$ cat config.mk
export PLATFORM = sky130hd
export DESIGN_NAME = conv_frame_sequencer
export DESIGN_NICKNAME = d
export VERILOG_FILES = /design/src/rtl/conv_frame_sequencer.sv
export SDC_FILE = /design/constraint.sdc
export NUM_CORES = 1
export LEC_CHECK = 0
export BUFFER_PORTS_ARGS = -buffer_cell sky130_fd_sc_hd__buf_4
export CORE_MARGIN = 2
export CORE_UTILIZATION = 47
export CTS_CLUSTER_DIAMETER = 80
export DETAILED_ROUTE_END_ITERATION = 6
export PLACE_DENSITY = 0.73
export REMOVE_ABC_BUFFERS = 1
export SYNTH_ARGS = -nofsm -noshare
export SYNTH_HDL_FRONTEND = slang
export SYNTH_SLANG_ARGS = --single-unit
$ cat constraint.sdc
create_clock -name clk -period 6.25 [get_ports clk]
set_input_delay 1.25 -clock clk [delete_from_list [all_inputs] [get_ports clk]]
set_output_delay 1.25 -clock clk [all_outputs]
set_load 0.03 [all_outputs]
$ cat src/rtl/conv_frame_sequencer.sv
`default_nettype none
// ============================================================================
// Module   : conv_frame_sequencer
// Purpose  : Frame controller for the 4-lane convolution datapath. Feeds one
//            frame of pixel beats into the convolution circuit, pads it with
//            zero flush beats, then trims the result stream so downstream
//            sees exactly one result beat per input beat.
// Revision : 1.0 - initial release
// ============================================================================
module conv_frame_sequencer #(
  parameter int DW          = 32,
  parameter int CW          = 16,
  parameter int FLUSH_BEATS = 2,
  parameter int DROP_BEATS  = 2
) (
  input  logic          clk,
  input  logic          rst,
  input  logic          start,
  input  logic [CW-1:0] frame_beats,
  output logic          busy,
  output logic          done,
  input  logic          s_valid,
  output logic          s_ready,
  input  logic [DW-1:0] s_data,
  output logic          c_valid,
  input  logic          c_ready,
  output logic [DW-1:0] c_data,
  input  logic          r_valid,
  output logic          r_ready,
  input  logic [DW-1:0] r_data,
  output logic          m_valid,
  input  logic          m_ready,
  output logic [DW-1:0] m_data,
  output logic          m_last
);

  localparam logic [1:0] c_ST_IDLE  = 2'd0;
  localparam logic [1:0] c_ST_FEED  = 2'd1;
  localparam logic [1:0] c_ST_FLUSH = 2'd2;
  localparam logic [1:0] c_ST_WAIT  = 2'd3;

  // With no flush beats configured the frame goes straight to draining.
  localparam logic [1:0]  c_ST_AFTER_FEED = (FLUSH_BEATS == 0) ? c_ST_WAIT : c_ST_FLUSH;
  localparam logic [7:0]  c_FLUSH_LAST    = (FLUSH_BEATS > 0) ? 8'(FLUSH_BEATS - 1) : 8'd0;
  localparam logic [CW:0] c_FLUSH_EXT     = (CW+1)'(FLUSH_BEATS);
  localparam logic [CW:0] c_DROP_EXT      = (CW+1)'(DROP_BEATS);
  localparam logic [CW-1:0] c_ONE_N       = {{(CW-1){1'b0}}, 1'b1};
  localparam logic [CW:0]   c_ONE_R       = {{CW{1'b0}}, 1'b1};

  logic [1:0]    r_state;
  logic [1:0]    w_state_nxt;
  logic [CW-1:0] r_n;
  logic [CW-1:0] r_in_cnt;
  logic [7:0]    r_fl_cnt;
  logic [CW:0]   r_r_cnt;
  logic          r_busy;
  logic          r_done;

  logic          w_c_hs;
  logic          w_r_hs;
  logic          w_start_frame;
  logic          w_start_empty;
  logic [CW:0]   w_n_ext;
  logic [CW:0]   w_total;
  logic [CW:0]   w_win_end;
  logic [CW:0]   w_last_k;
  logic [CW:0]   w_r_cnt_nxt;
  logic          w_in_win;

  assign w_c_hs        = c_valid && c_ready;
  assign w_r_hs        = r_valid && r_ready;
  assign w_start_frame = start && (frame_beats != '0);
  assign w_start_empty = start && (frame_beats == '0);
  assign w_n_ext       = {1'b0, r_n};
  // Total results to collect, and the [DROP, DROP+N) window that is delivered.
  assign w_total       = w_n_ext + c_FLUSH_EXT;
  assign w_win_end     = w_n_ext + c_DROP_EXT;
  assign w_last_k      = w_win_end - c_ONE_R;
  assign w_r_cnt_nxt   = w_r_hs ? (r_r_cnt + c_ONE_R) : r_r_cnt;
  assign w_in_win      = (r_r_cnt >= c_DROP_EXT) && (r_r_cnt < w_win_end);

  assign busy = r_busy;
  assign done = r_done;

  // State register.
  always_ff @(posedge clk) begin
    if (rst) begin
      r_state <= c_ST_IDLE;
    end else begin
      r_state <= w_state_nxt;
    end
  end

  // Next-state decode; WAIT exits on the final result handshake itself so
  // done lands in the very next cycle.
  always_comb begin
    w_state_nxt = r_state;
    case (r_state)
      c_ST_IDLE: begin
        if (w_start_frame) w_state_nxt = c_ST_FEED;
      end
      c_ST_FEED: begin
        if (w_c_hs && (r_in_cnt == (r_n - c_ONE_N))) w_state_nxt = c_ST_AFTER_FEED;
      end
      c_ST_FLUSH: begin
        if (w_c_hs && (r_fl_cnt == c_FLUSH_LAST)) w_state_nxt = c_ST_WAIT;
      end
      c_ST_WAIT: begin
        if (w_r_cnt_nxt >= w_total) w_state_nxt = c_ST_IDLE;
      end
      default: w_state_nxt = c_ST_IDLE;
    endcase
  end

  // Frame length latch and input/flush/result beat counters.
  always_ff @(posedge clk) begin
    if (rst) begin
      r_n      <= '0;
      r_in_cnt <= '0;
      r_fl_cnt <= '0;
      r_r_cnt  <= '0;
    end else if (r_state == c_ST_IDLE) begin
      if (w_start_frame) begin
        r_n      <= frame_beats;
        r_in_cnt <= '0;
        r_fl_cnt <= '0;
        r_r_cnt  <= '0;
      end
    end else begin
      if (w_c_hs && (r_state == c_ST_FEED))  r_in_cnt <= r_in_cnt + c_ONE_N;
      if (w_c_hs && (r_state == c_ST_FLUSH)) r_fl_cnt <= r_fl_cnt + 8'd1;
      if (w_r_hs) r_r_cnt <= r_r_cnt + c_ONE_R;
    end
  end

  // Registered busy flag and single-cycle completion pulse.
  always_ff @(posedge clk) begin
    if (rst) begin
      r_busy <= 1'b0;
      r_done <= 1'b0;
    end else begin
      r_busy <= (w_state_nxt != c_ST_IDLE);
      r_done <= ((r_state == c_ST_WAIT) && (w_state_nxt == c_ST_IDLE)) ||
                ((r_state == c_ST_IDLE) && w_start_empty);
    end
  end

  // Stream steering: pass-through or zero injection on the input side,
  // drop-or-deliver on the result side.
  always_comb begin
    s_ready = 1'b0;
    c_valid = 1'b0;
    c_data  = '0;
    r_ready = 1'b1;
    m_valid = 1'b0;
    m_data  = '0;
    m_last  = 1'b0;
    case (r_state)
      c_ST_FEED: begin
        c_valid = s_valid;
        c_data  = s_data;
        s_ready = c_ready;
      end
      c_ST_FLUSH: begin
        c_valid = 1'b1;
      end
      default: begin
      end
    endcase
    if ((r_state != c_ST_IDLE) && w_in_win) begin
      m_valid = r_valid;
      m_data  = r_data;
      r_ready = m_ready;
      m_last  = r_valid && (r_r_cnt == w_last_k);
    end
  end

endmodule
`default_nettype wire

# == Word level (Yosys, flattened, before mapping) ==
# Index checks and enable logic that the tools add are counted.
# word_totals
latchBits,0
memories,0
mem_bits_rw,0
mem_bits_ro,0
output_inout_bits,71
ff_bits,61
wordCells,69
in_bits,87
# op_classes
n_reduce_logical,25
addsub,6
muxes,21
n_mul,0
eq_ne,7
order_cmp,3
n_bitwise,0
n_div,0
shift,0
# ops
operator,count
32-bit 2-to-1 mux,2
17-bit 2-to-1 mux,3
16-bit 2-to-1 mux,3
8-bit 2-to-1 mux,3
"16-bit by 2-bit adder with 17-bit output, second input constant",1
"17-bit by 1-bit adder with 17-bit output, second input constant",1
17-bit equality test,1
17-bit >= comparator,1
"17-bit by 2-bit >= comparator with 1-bit output, second input constant",1
17-bit less-than comparator,1
"17-bit by 1-bit subtractor with 17-bit output, second input constant",1
"16-bit by 1-bit adder with 16-bit output, second input constant",1
16-bit equality test,1
16-bit logical NOT,1
16-bit nonzero test,1
"16-bit by 1-bit subtractor with 16-bit output, second input constant",1
1-bit logical AND,13
"8-bit by 1-bit adder with 8-bit output, second input constant",1
"8-bit by 1-bit equality test with 1-bit output, second input constant",1
2-bit 2-to-1 mux,4
2-bit one-hot mux with 4 select lines,1
2-bit nonzero test,4
2-bit AND reduction,3
"2-bit equality test, second input constant",2
other kinds (6),10

# == Depth between registers and ports, before layout ==
# Gate-level depths: netlist (run 1).
# depth
word_depth,13
mapped_depth,25
depth_no_buf,24

# == Least setup slack after synthesis (run 1) ==
# No wires, ideal clock.
# synth_path
kind,register to output
from,reg r_n[1]
to,out m_last
path_buffers,0
slack_ns,0.765
stages_incl_launch_ff,16
arrival_time_ns,4.235
required_time_ns,5.000
cell_sequence,dfxtp_1 -> ha_1 -> nand4_1 -> or3_1 -> xnor2_2 -> inv_1 -> ha_1 -> and4_1 -> a2111oi_2 -> o41ai_2 -> a211o_1 -> o21ai_2 -> and2_1 -> nor4b_1 -> nand4_1 -> a221oi_2
# synth_via
elab_chain_len,5
word_cells_on_any_way,8
# synth_rtl
element,line_no,source
"start, declared",52,logic [CW-1:0] r_n;
"start signal, assigned",124,r_n <= frame_beats;
16-bit by 2-bit adder with 17-bit output (*),77,assign w_win_end = w_n_ext + c_DROP_EXT;
17-bit by 1-bit subtractor with 17-bit output or 17-bit less-than comparator (tied branches),"78, 80",
17-bit equality test or 1-bit logical AND (tied branches),"174, 80",
"1-bit logical AND, on equally long branches","174, 170",
1-bit 2-to-1 mux (*),170,if ((r_state != c_ST_IDLE) && w_in_win) begin
"end, declared",34,output logic m_last
# Mark *: on every way between the ends. The rest lies on a longest branch, timed or not.

# == Worst setup path after layout (run 1) ==
# layout_path
from,reg r_n[9]
to,"reg r_busy, in the netlist busy"
# layout_via
elab_chain_len,11
word_cells_on_any_way,15
# layout_rtl
element,line_no,source
16-bit by 2-bit adder with 17-bit output,"76, 77",
17-bit less-than comparator,80,assign w_in_win = (r_r_cnt >= c_DROP_EXT) && (r_r_cnt < w_win_end);
1-bit logical AND,80,
1-bit logical AND,170,
1-bit 2-to-1 mux,170,
1-bit logical AND,71,assign w_r_hs = r_valid && r_ready;
17-bit 2-to-1 mux,-,
17-bit >= comparator,109,if (w_r_cnt_nxt >= w_total) w_state_nxt = c_ST_IDLE;
2-bit 2-to-1 mux,109,
2-bit one-hot mux with 4 select lines (*),98,case (r_state)
2-bit nonzero test (*),142,r_busy <= (w_state_nxt != c_ST_IDLE);
"end signal, assigned",142,
"end, declared",56,logic r_busy;
# Marks and branches as above.
# A chain may end at the register's enable or synchronous reset.

==> results by group, run 1 <==
Worst setup path
  – Critical path startpoint category: flop
  – Number of buffer and inverter stages on the critical path: 1
  – Most used cell, CP: sky130_fd_sc_hd__nand3_1
  – Kind of capture point of the worst setup path: flop
  – Arrival time of data at the critical path endpoint: ~6.2 ns
  – Top delay family on crit path: simple AND/OR/NAND/NOR gates
  – Type of the worst setup path: reg -> reg
  – Slowest cell delay on critical path: 0.56 ns
  – Slowest-stage cell, CP: sky130_fd_sc_hd__or4_1
  – Required time reported for the critical path endpoint: 6.48 ns
  – Worst-path fanout max: 8
  – Ordered cell list for the critical path: and4_1 > nand3_1 > nor3_1 > xnor2_1 > ha_1 > and4_1 > a2111oi_2 > o41ai_2 > a211o_1 > o31a_1 > and3_1 > nand3_1 > xnor2_1 > ha_1 > nand4_1 > inv_1 > nand3_1 > or4_1 > o21ai_0 > a211oi_2 > o21ai_2 > a31oi_1 > o21a_1

Pwr
  – Clock network fraction of design power: around two fifths
  – Logic pwr share: about a third
  – Net switching power of the design: between 0.4 and 0.5 mW
  – Internal power of the cells: about 0.94 mW
  – Ratio of total power to cell area: around 190 nW/um2
  – IR drop worst, VDD: 160 uV
  – Leakage dissipation: 3.28 nW
  – Sw Share: between 30% and 40%
  – Overall power consumption: roughly 1.4 mW
  – Sequential share of power: 29.7%

Final layout
  – Sequential cell area in the final layout: 1220 um2
  – Layout fillers: roughly 1100
  – Final nets: around 1000
  – Final core utilization: between 60% and 70%
  – Relative area change from synthesis to final layout: 27.6%
  – Total area of multi-input combinational cells: 4350 um2
  – Final Instance Area: around 7500 um2
  – Post-route insts no fill: between 1000 and 1500
  – Inserted Diodes: 0
  – Proportion of layout cells with a drive suffix above 1: approximately 24%
  – Highest-count cells in the layout ignoring fill and taps: sky130_fd_sc_hd__buf_4 (170), sky130_fd_sc_hd__and2_1 (74), sky130_fd_sc_hd__nand2_1 (71)
  – Commonest non-fill, non-tap cell in the layout: sky130_fd_sc_hd__buf_4

Routing
  – Met2 layer wire length in the routed design: slightly below 8000 um
  – DR top layer: met4
  – First-pass iteration count of the detailed router: 5
  – Count of antenna-violating nets left after detailed routing: 0
  – DRC violation total after the first TritonRoute iteration: just under 400
  – Total via count after detailed routing: roughly 6000
  – Wire length on met1: roughly 7600 um
  – Average wire length per cell after detail routing: 16.1 um
  – Remaining routing DRC violations: 0
  – Routed wl met3: ~1500 um
  – Avg Vias per Cell: between 5 and 6
  – Final WL: 17200 um

Placed design
  – Placed cell count: around 1100
  – Number of I/O port buffers: 157
  – Post-place instance area: between 7000 and 8000 um2
  – Post-DP HPWL: around 13000 um
  – Final weighted congestion in routability-driven placement: 0.963
  – Worst setup slack before clock tree synthesis: ~0.33 ns

Timing
  – Count of final setup violators: 0
  – Final hold violation count: 0
  – Max-slew violation total from the final report: 0
  – Unrepaired setup endpoints after global routing: false
  – Final worst path period share: 95.7%
  – Sum of negative setup slack: 0 ns
  – Final critical path time including I/O delays and setup: about 6 ns
  – Worst Hold Margin: roughly 0.53 ns
  – Final worst-path setup slack: 0.267 ns
  – F_max: about 170 MHz
  – Tightest Pin Transition: around 1.2 ns
  – Clock skew: roughly 0.013 ns
  – Relative slew margins: 22.9%

Clock tree
  – Maximum clock path buffer count: 2
  – Count of cells resized by post-cts repair: 0
  – CTS tree: done
  – Setup Fix Bufs, Post-CTS: 0
  – Sink count of the clock tree: 61
  – Clock tree root buffer cell: sky130_fd_sc_hd__clkbuf_16
  – Hold-fix buffers, CTS: 0
  – CTS Buf Count: 9
  – Later-pin clock latency in the skew report: between 0.3 and 0.4 ns
  – H-tree levels: 3
  – Clock transition time at the flip-flop clock pins of the worst setup and hold paths: 0.06 ns

Synth
  – Sequential fraction of the synthesis area: between 20% and 30%
  – Instance count of the mapped netlist: roughly 770
  – Top area cells in the synthesized netlist: sky130_fd_sc_hd__dfxtp_1 (21%), sky130_fd_sc_hd__ha_1 (9.4%), sky130_fd_sc_hd__and2_1 (7.9%), sky130_fd_sc_hd__xnor2_1 (6.6%), sky130_fd_sc_hd__xor2_1 (6.3%)
  – Commonest register cell after synthesis: sky130_fd_sc_hd__dfxtp_1
  – Fraction of synthesis flops using an asynchronous set or reset pin: 0%
  – Share of the synthesized area in the top cell type: 20.8%
  – Distinct cells, synth: 80
  – Summed instance area of the synthesized netlist: a little under 6000 um2
  – FF+latch count, synth: 61
  – Post-Syn Area per Cell: roughly 7.7 um2
  – Yosys Warn Count: 0
  – Number of enable flip-flop cells after synthesis: 0
  – Cell type with the largest total area after synthesis: sky130_fd_sc_hd__dfxtp_1

Global routing
  – Remaining Overflow, GRT: 0
  – Via count of the first global-routing pass: approximately 5400
  – Antenna violations before repair: 0
  – Pin count of the biggest net entering global routing: 38
  – GRT Overall Usage: 25.3%
  – First-pass GRT wire length: around 27000 um

Floorplanning
  – Die X-Extent: 116 um
  – Placeable core region: ~12000 um2
  – Initial Utilization: about half
  – Die area: 13400 um2
  – Number of top-level design ports: 158
  – Number of core rows: 40
  – Floorplan die height: roughly 120 um

Run
  – Total of max-cap violations: 0

Hold path
  – Class of the most critical hold timing path: reg -> reg

Status
  – Result of the run: complete, no violations
==> state kept, by name, indices dropped and copies added, names as in the netlist <==
signal    cells
r_fl_cnt      8
r_state       2
busy          1
done          1
r_in_cnt     16
r_n          16
r_r_cnt      17
==> path summary, 6_finish.rpt <==
check	from	to	slack, ns	cells after the start
worst min-delay path	r_fl_cnt[7]	r_fl_cnt[7]	0.53	2
worst max-delay path	r_n[9]	busy	0.27	23
worst max register to register	r_n[9]	busy	0.27	23
worst min register to register	r_fl_cnt[7]	r_fl_cnt[7]	0.53	2
==> layer usage <==
metal	GRT usage (%)	vias up
met5	0	-
met2	40.8	258
met4	9.21	0
met3	4.81	36
met1	33.9	2694
li1	-	2967
==> cell type report <==
type | count | area share [%]
inverter | 29 | 1.45
sequential | 61 | 16.3
clock buffer | 11 | 3.24
multi-input combinational | 627 | 58.1
tap | 168 | 2.81
clock inverter | 4 | 0.970
timing repair buffer | 170 | 17.1
==> cells by family (layout without fill, tap and decap cells) <==
kind of cell,after synthesis,in the layout,share of synthesized area (%)
simple gates,359,359,34.4
flops,61,61,20.8
xor+xnor,88,88,13.4
mux,5,5,0.896
buf+inv,78,214,5.48
fa+ha+maj,45,45,9.58
compound gates,130,130,15.5
==> Yosys cell counts, types with 6 or more instances <==
cell                       instances
sky130_fd_sc_hd__and2_1           74
sky130_fd_sc_hd__o21ai_0          12
sky130_fd_sc_hd__and3_1           11
sky130_fd_sc_hd__or3_1             8
sky130_fd_sc_hd__o21ai_1           6
sky130_fd_sc_hd__clkbuf_1         37
sky130_fd_sc_hd__ha_1             44
sky130_fd_sc_hd__dfxtp_1          61
sky130_fd_sc_hd__nor3_1           13
sky130_fd_sc_hd__buf_2             8
sky130_fd_sc_hd__xor2_1           42
sky130_fd_sc_hd__a211oi_1          7
sky130_fd_sc_hd__and4_1            9
sky130_fd_sc_hd__xnor2_1          44
sky130_fd_sc_hd__inv_1            29
sky130_fd_sc_hd__nor2b_1          11
sky130_fd_sc_hd__a21oi_1          42
sky130_fd_sc_hd__nand3_1          36
sky130_fd_sc_hd__nor4_1           10
sky130_fd_sc_hd__nand4_1          20
sky130_fd_sc_hd__nand2_1          71
sky130_fd_sc_hd__nor2_1           58
==> power by group through the flow <==
stage               registers (mW)  clock network (mW)  logic, mW
finish                       0.418               0.547      0.444
global route                 0.420               0.567      0.484
CTS                          0.418               0.552      0.441
detailed placement           0.426                   0      0.439
global placement             0.426                   0      0.436
floorplan                    0.429                   0      0.272
==> tightest hold or removal path, delay by kind of cell (launching register included) <==
| family | cells | cell delay [ns] |
|---|---|---|
| DFF | 1 | 0.35 |
| xor gates and xnor gates | 1 | 0.08 |
| and+or+nand+nor | 1 | 0.07 |
(Power assumes the default switching activity.)
==> run 2: changes to the inputs <==
--- a/config.mk
+++ b/config.mk
@@ -8,7 +8,7 @@
 export BUFFER_PORTS_ARGS = -buffer_cell sky130_fd_sc_hd__buf_4
 export CORE_MARGIN = 2
 export CORE_UTILIZATION = 47
-export CTS_CLUSTER_DIAMETER = 80
+export CTS_CLUSTER_DIAMETER = 50
 export DETAILED_ROUTE_END_ITERATION = 6
 export PLACE_DENSITY = 0.73
 export REMOVE_ABC_BUFFERS = 1
==> constraint.sdc (replaced) <==
create_clock -name clk -period 7 [get_ports clk]
set_input_delay 1.4 -clock clk [delete_from_list [all_inputs] [get_ports clk]]
set_output_delay 1.4 -clock clk [all_outputs]
set_load 0.03 [all_outputs]
==> results by group, run 2 (same netlist as run 1, synthesis figures left out) <==
Routing
  – Total via count after detailed routing: a little under 6000
  – Remaining routing DRC violations: 0
  – DRC violation total after the first TritonRoute iteration: around 350
  – Avg Vias per Cell: between 5 and 6
  – Count of antenna-violating nets left after detailed routing: 0
  – Average wire length per cell after detail routing: 16.2 um
  – First-pass iteration count of the detailed router: 5
  – Final WL: roughly 17000 um

Final layout
  – Register ranked first by flip-flop count: r_r_cnt
  – Top Registers: r_r_cnt x17, r_in_cnt x16, r_n x16
  – Final nets: between 1000 and 1500
  – Total area of multi-input combinational cells: ~4300 um2
  – Inserted Diodes: 0
  – Sequential cell area in the final layout: between 1000 and 1500 um2
  – Final core utilization: 61.5%
  – Commonest non-fill, non-tap cell in the layout: sky130_fd_sc_hd__buf_4
  – Max FFs per register: 17
  – Highest-count cells in the layout ignoring fill and taps: sky130_fd_sc_hd__buf_4 (165), sky130_fd_sc_hd__and2_1 (74), sky130_fd_sc_hd__nand2_1 (71)
  – Layout fillers: ~1200
  – Relative area change from synthesis to final layout: 27.0%
  – Proportion of layout cells with a drive suffix above 1: a little under a quarter

Worst setup path
  – Required time reported for the critical path endpoint: slightly above 7 ns
  – Worst reg2reg startpoint: r_n[7]
  – End point of the critical path: busy
  – Critical path startpoint category: flop
  – R2R setup slack: about 0.52 ns
  – Arrival time of data at the critical path endpoint: between 6 and 7 ns
  – Ordered cell list for the critical path: and4_1 > nand3_1 > or3_1 > xnor2_2 > inv_1 > ha_1 > and4_1 > a2111oi_2 > o41ai_2 > a211o_1 > o31a_1 > nand4_2 > nand2b_1 > xnor2_1 > ha_1 > nand4_1 > inv_1 > nand3_1 > or4_1 > o21ai_0 > a211oi_2 > o21ai_2 > a31oi_1 > o21a_1
  – Count of cells along the worst register-to-register path: 24
  – Slowest-stage cell, CP: sky130_fd_sc_hd__dfxtp_1
  – Slowest cell delay on critical path: around 0.58 ns
  – Type of the worst setup path: reg -> reg
  – Startpoint of the most critical setup path: r_n[7]
  – Kind of capture point of the worst setup path: flop
  – End of the worst register-to-register path: busy
  – Worst-path fanout max: 13

Clock tree
  – H-tree levels: 3
  – Setup Fix Bufs, Post-CTS: 0
  – Maximum clock path buffer count: 2
  – Clock transition time at the flip-flop clock pins of the worst setup and hold paths: 0.05 ns
  – CTS Buf Count: 9
  – Clock tree root buffer cell: sky130_fd_sc_hd__clkbuf_16
  – Count of cells resized by post-cts repair: 0
  – Sink count of the clock tree: between 60 and 70
  – Later-pin clock latency in the skew report: roughly 0.34 ns
  – Hold-fix buffers, CTS: 0
  – CTS tree: done

Pwr
  – Leakage dissipation: approximately 3.3 nW
  – Ratio of total power to cell area: 174 nW/um2
  – IR drop worst, VDD: between 150 and 200 uV

Global routing
  – Remaining Overflow, GRT: 0
  – Top Usage Layer GRT: met2
  – Pin count of the biggest net entering global routing: 38
  – First-pass GRT wire length: roughly 27000 um
  – Global-route met1 utilization: between 30 and 40%
  – Antenna violations before repair: 0
  – GRT Overall Usage: between 20% and 30%
  – Via count of the first global-routing pass: about 5400
  – Met3 layer usage reported by global route: between 5 and 6%
  – Routing usage on met2: between 40% and 50%

Timing
  – F_max: 154 MHz
  – Sum of negative setup slack: 0 ns
  – Max-slew violation total from the final report: 0
  – Count of final setup violators: 0
  – Tightest Pin Transition: 0.915 ns
  – Final worst path period share: between 90% and 100%
  – Unrepaired setup endpoints after global routing: false
  – Relative slew margins: 39.0%
  – Clock skew: roughly 0.0058 ns
  – Final critical path time including I/O delays and setup: roughly 6.5 ns
  – Final hold violation count: 0

Floorplanning
  – Number of top-level design ports: around 160
  – Die area: around 13000 um2
  – Initial Utilization: about half
  – Number of core rows: 40
  – Floorplan die height: between 100 and 150 um
  – Die X-Extent: ~120 um
  – Placeable core region: around 12000 um2

Placed design
  – Post-DP HPWL: approximately 13000 um
  – Number of I/O port buffers: around 160
  – Final weighted congestion in routability-driven placement: roughly 0.92

Run
  – Total of max-cap violations: 0

Hold path
  – Class of the most critical hold timing path: reg -> reg

Status
  – Result of the run: complete, no violations
[run 2: changes by cell type in the layout (fill, tap and decap cells not counted), sizes merged]
cell	delta
clkinvlp	-1
bufinv	+1
buf	-5
[run 2: layout make-up]
class	instances	share of cell area (%)
multi-input combinational	627	58.0
timing repair buffer	165	16.6
sequential	61	16.4
clock buffer	11	3.39
inverter	29	1.46
clock inverter	4	1.28
tap	168	2.82
[run 2: worst min-delay path by stage]
stage               cells past startpoint            to    startpoint  slack [ns]
finish                                  2   r_fl_cnt[7]   r_fl_cnt[7]        0.53
global route                            2   r_fl_cnt[7]   r_fl_cnt[7]        0.55
CTS                                     2  r_in_cnt[15]  r_in_cnt[15]        0.53
detailed placement                      2  r_in_cnt[15]  r_in_cnt[15]        0.52
global placement                        2   r_fl_cnt[7]   r_fl_cnt[7]        0.50
floorplan                               2       r_n[15]       r_n[15]        0.48
[run 2: metal layers]
metal / wire length (um) / vias up / part of all wire [%]
met1: 7770 / 2731 / 45
met5: 0 / - / 0
met3: 1300 / 31 / 7.5
li1: - / 2958 / -
met2: 7810 / 224 / 45
met4: 373 / 0 / 2.2
[run 2: critical path, delay by kind of cell (launching register included)]
| kind | cells | cell delay (ns) |
|---|---|---|
| flops | 1 | 0.58 |
| compound gates | 9 | 2.15 |
| buf+inv | 2 | 0.24 |
| xor+xnor | 2 | 0.40 |
| fa+ha+maj | 2 | 0.50 |
| simple gates | 9 | 2.47 |
[run 2: power breakdown]
part | switching (mW) | internal [mW]
logic | 0.225 | 0.161
registers | 0.0226 | 0.358
clock network | 0.164 | 0.364
[run 2: per-stage QoR]
| stage | worst slack [ns] | instance area, um2 | std cells | hold slack (ns) | total power [mW] |
|---|---|---|---|---|---|
| 2_1_floorplan | 0.907 | 5650 | 717 | 0.480 | 0.626 |
| 3_5_place_dp | 0.630 | 7100 | 1050 | 0.523 | 0.769 |
| 3_3_place_gp | 0.808 | 7100 | 1050 | 0.502 | 0.768 |
| 5_1_grt | 0.134 | 7450 | 1065 | 0.546 | 1.35 |
| 6_report | 0.515 | 7450 | 1065 | 0.529 | 1.30 |
| 4_1_cts | 0.554 | 7450 | 1065 | 0.535 | 1.30 |
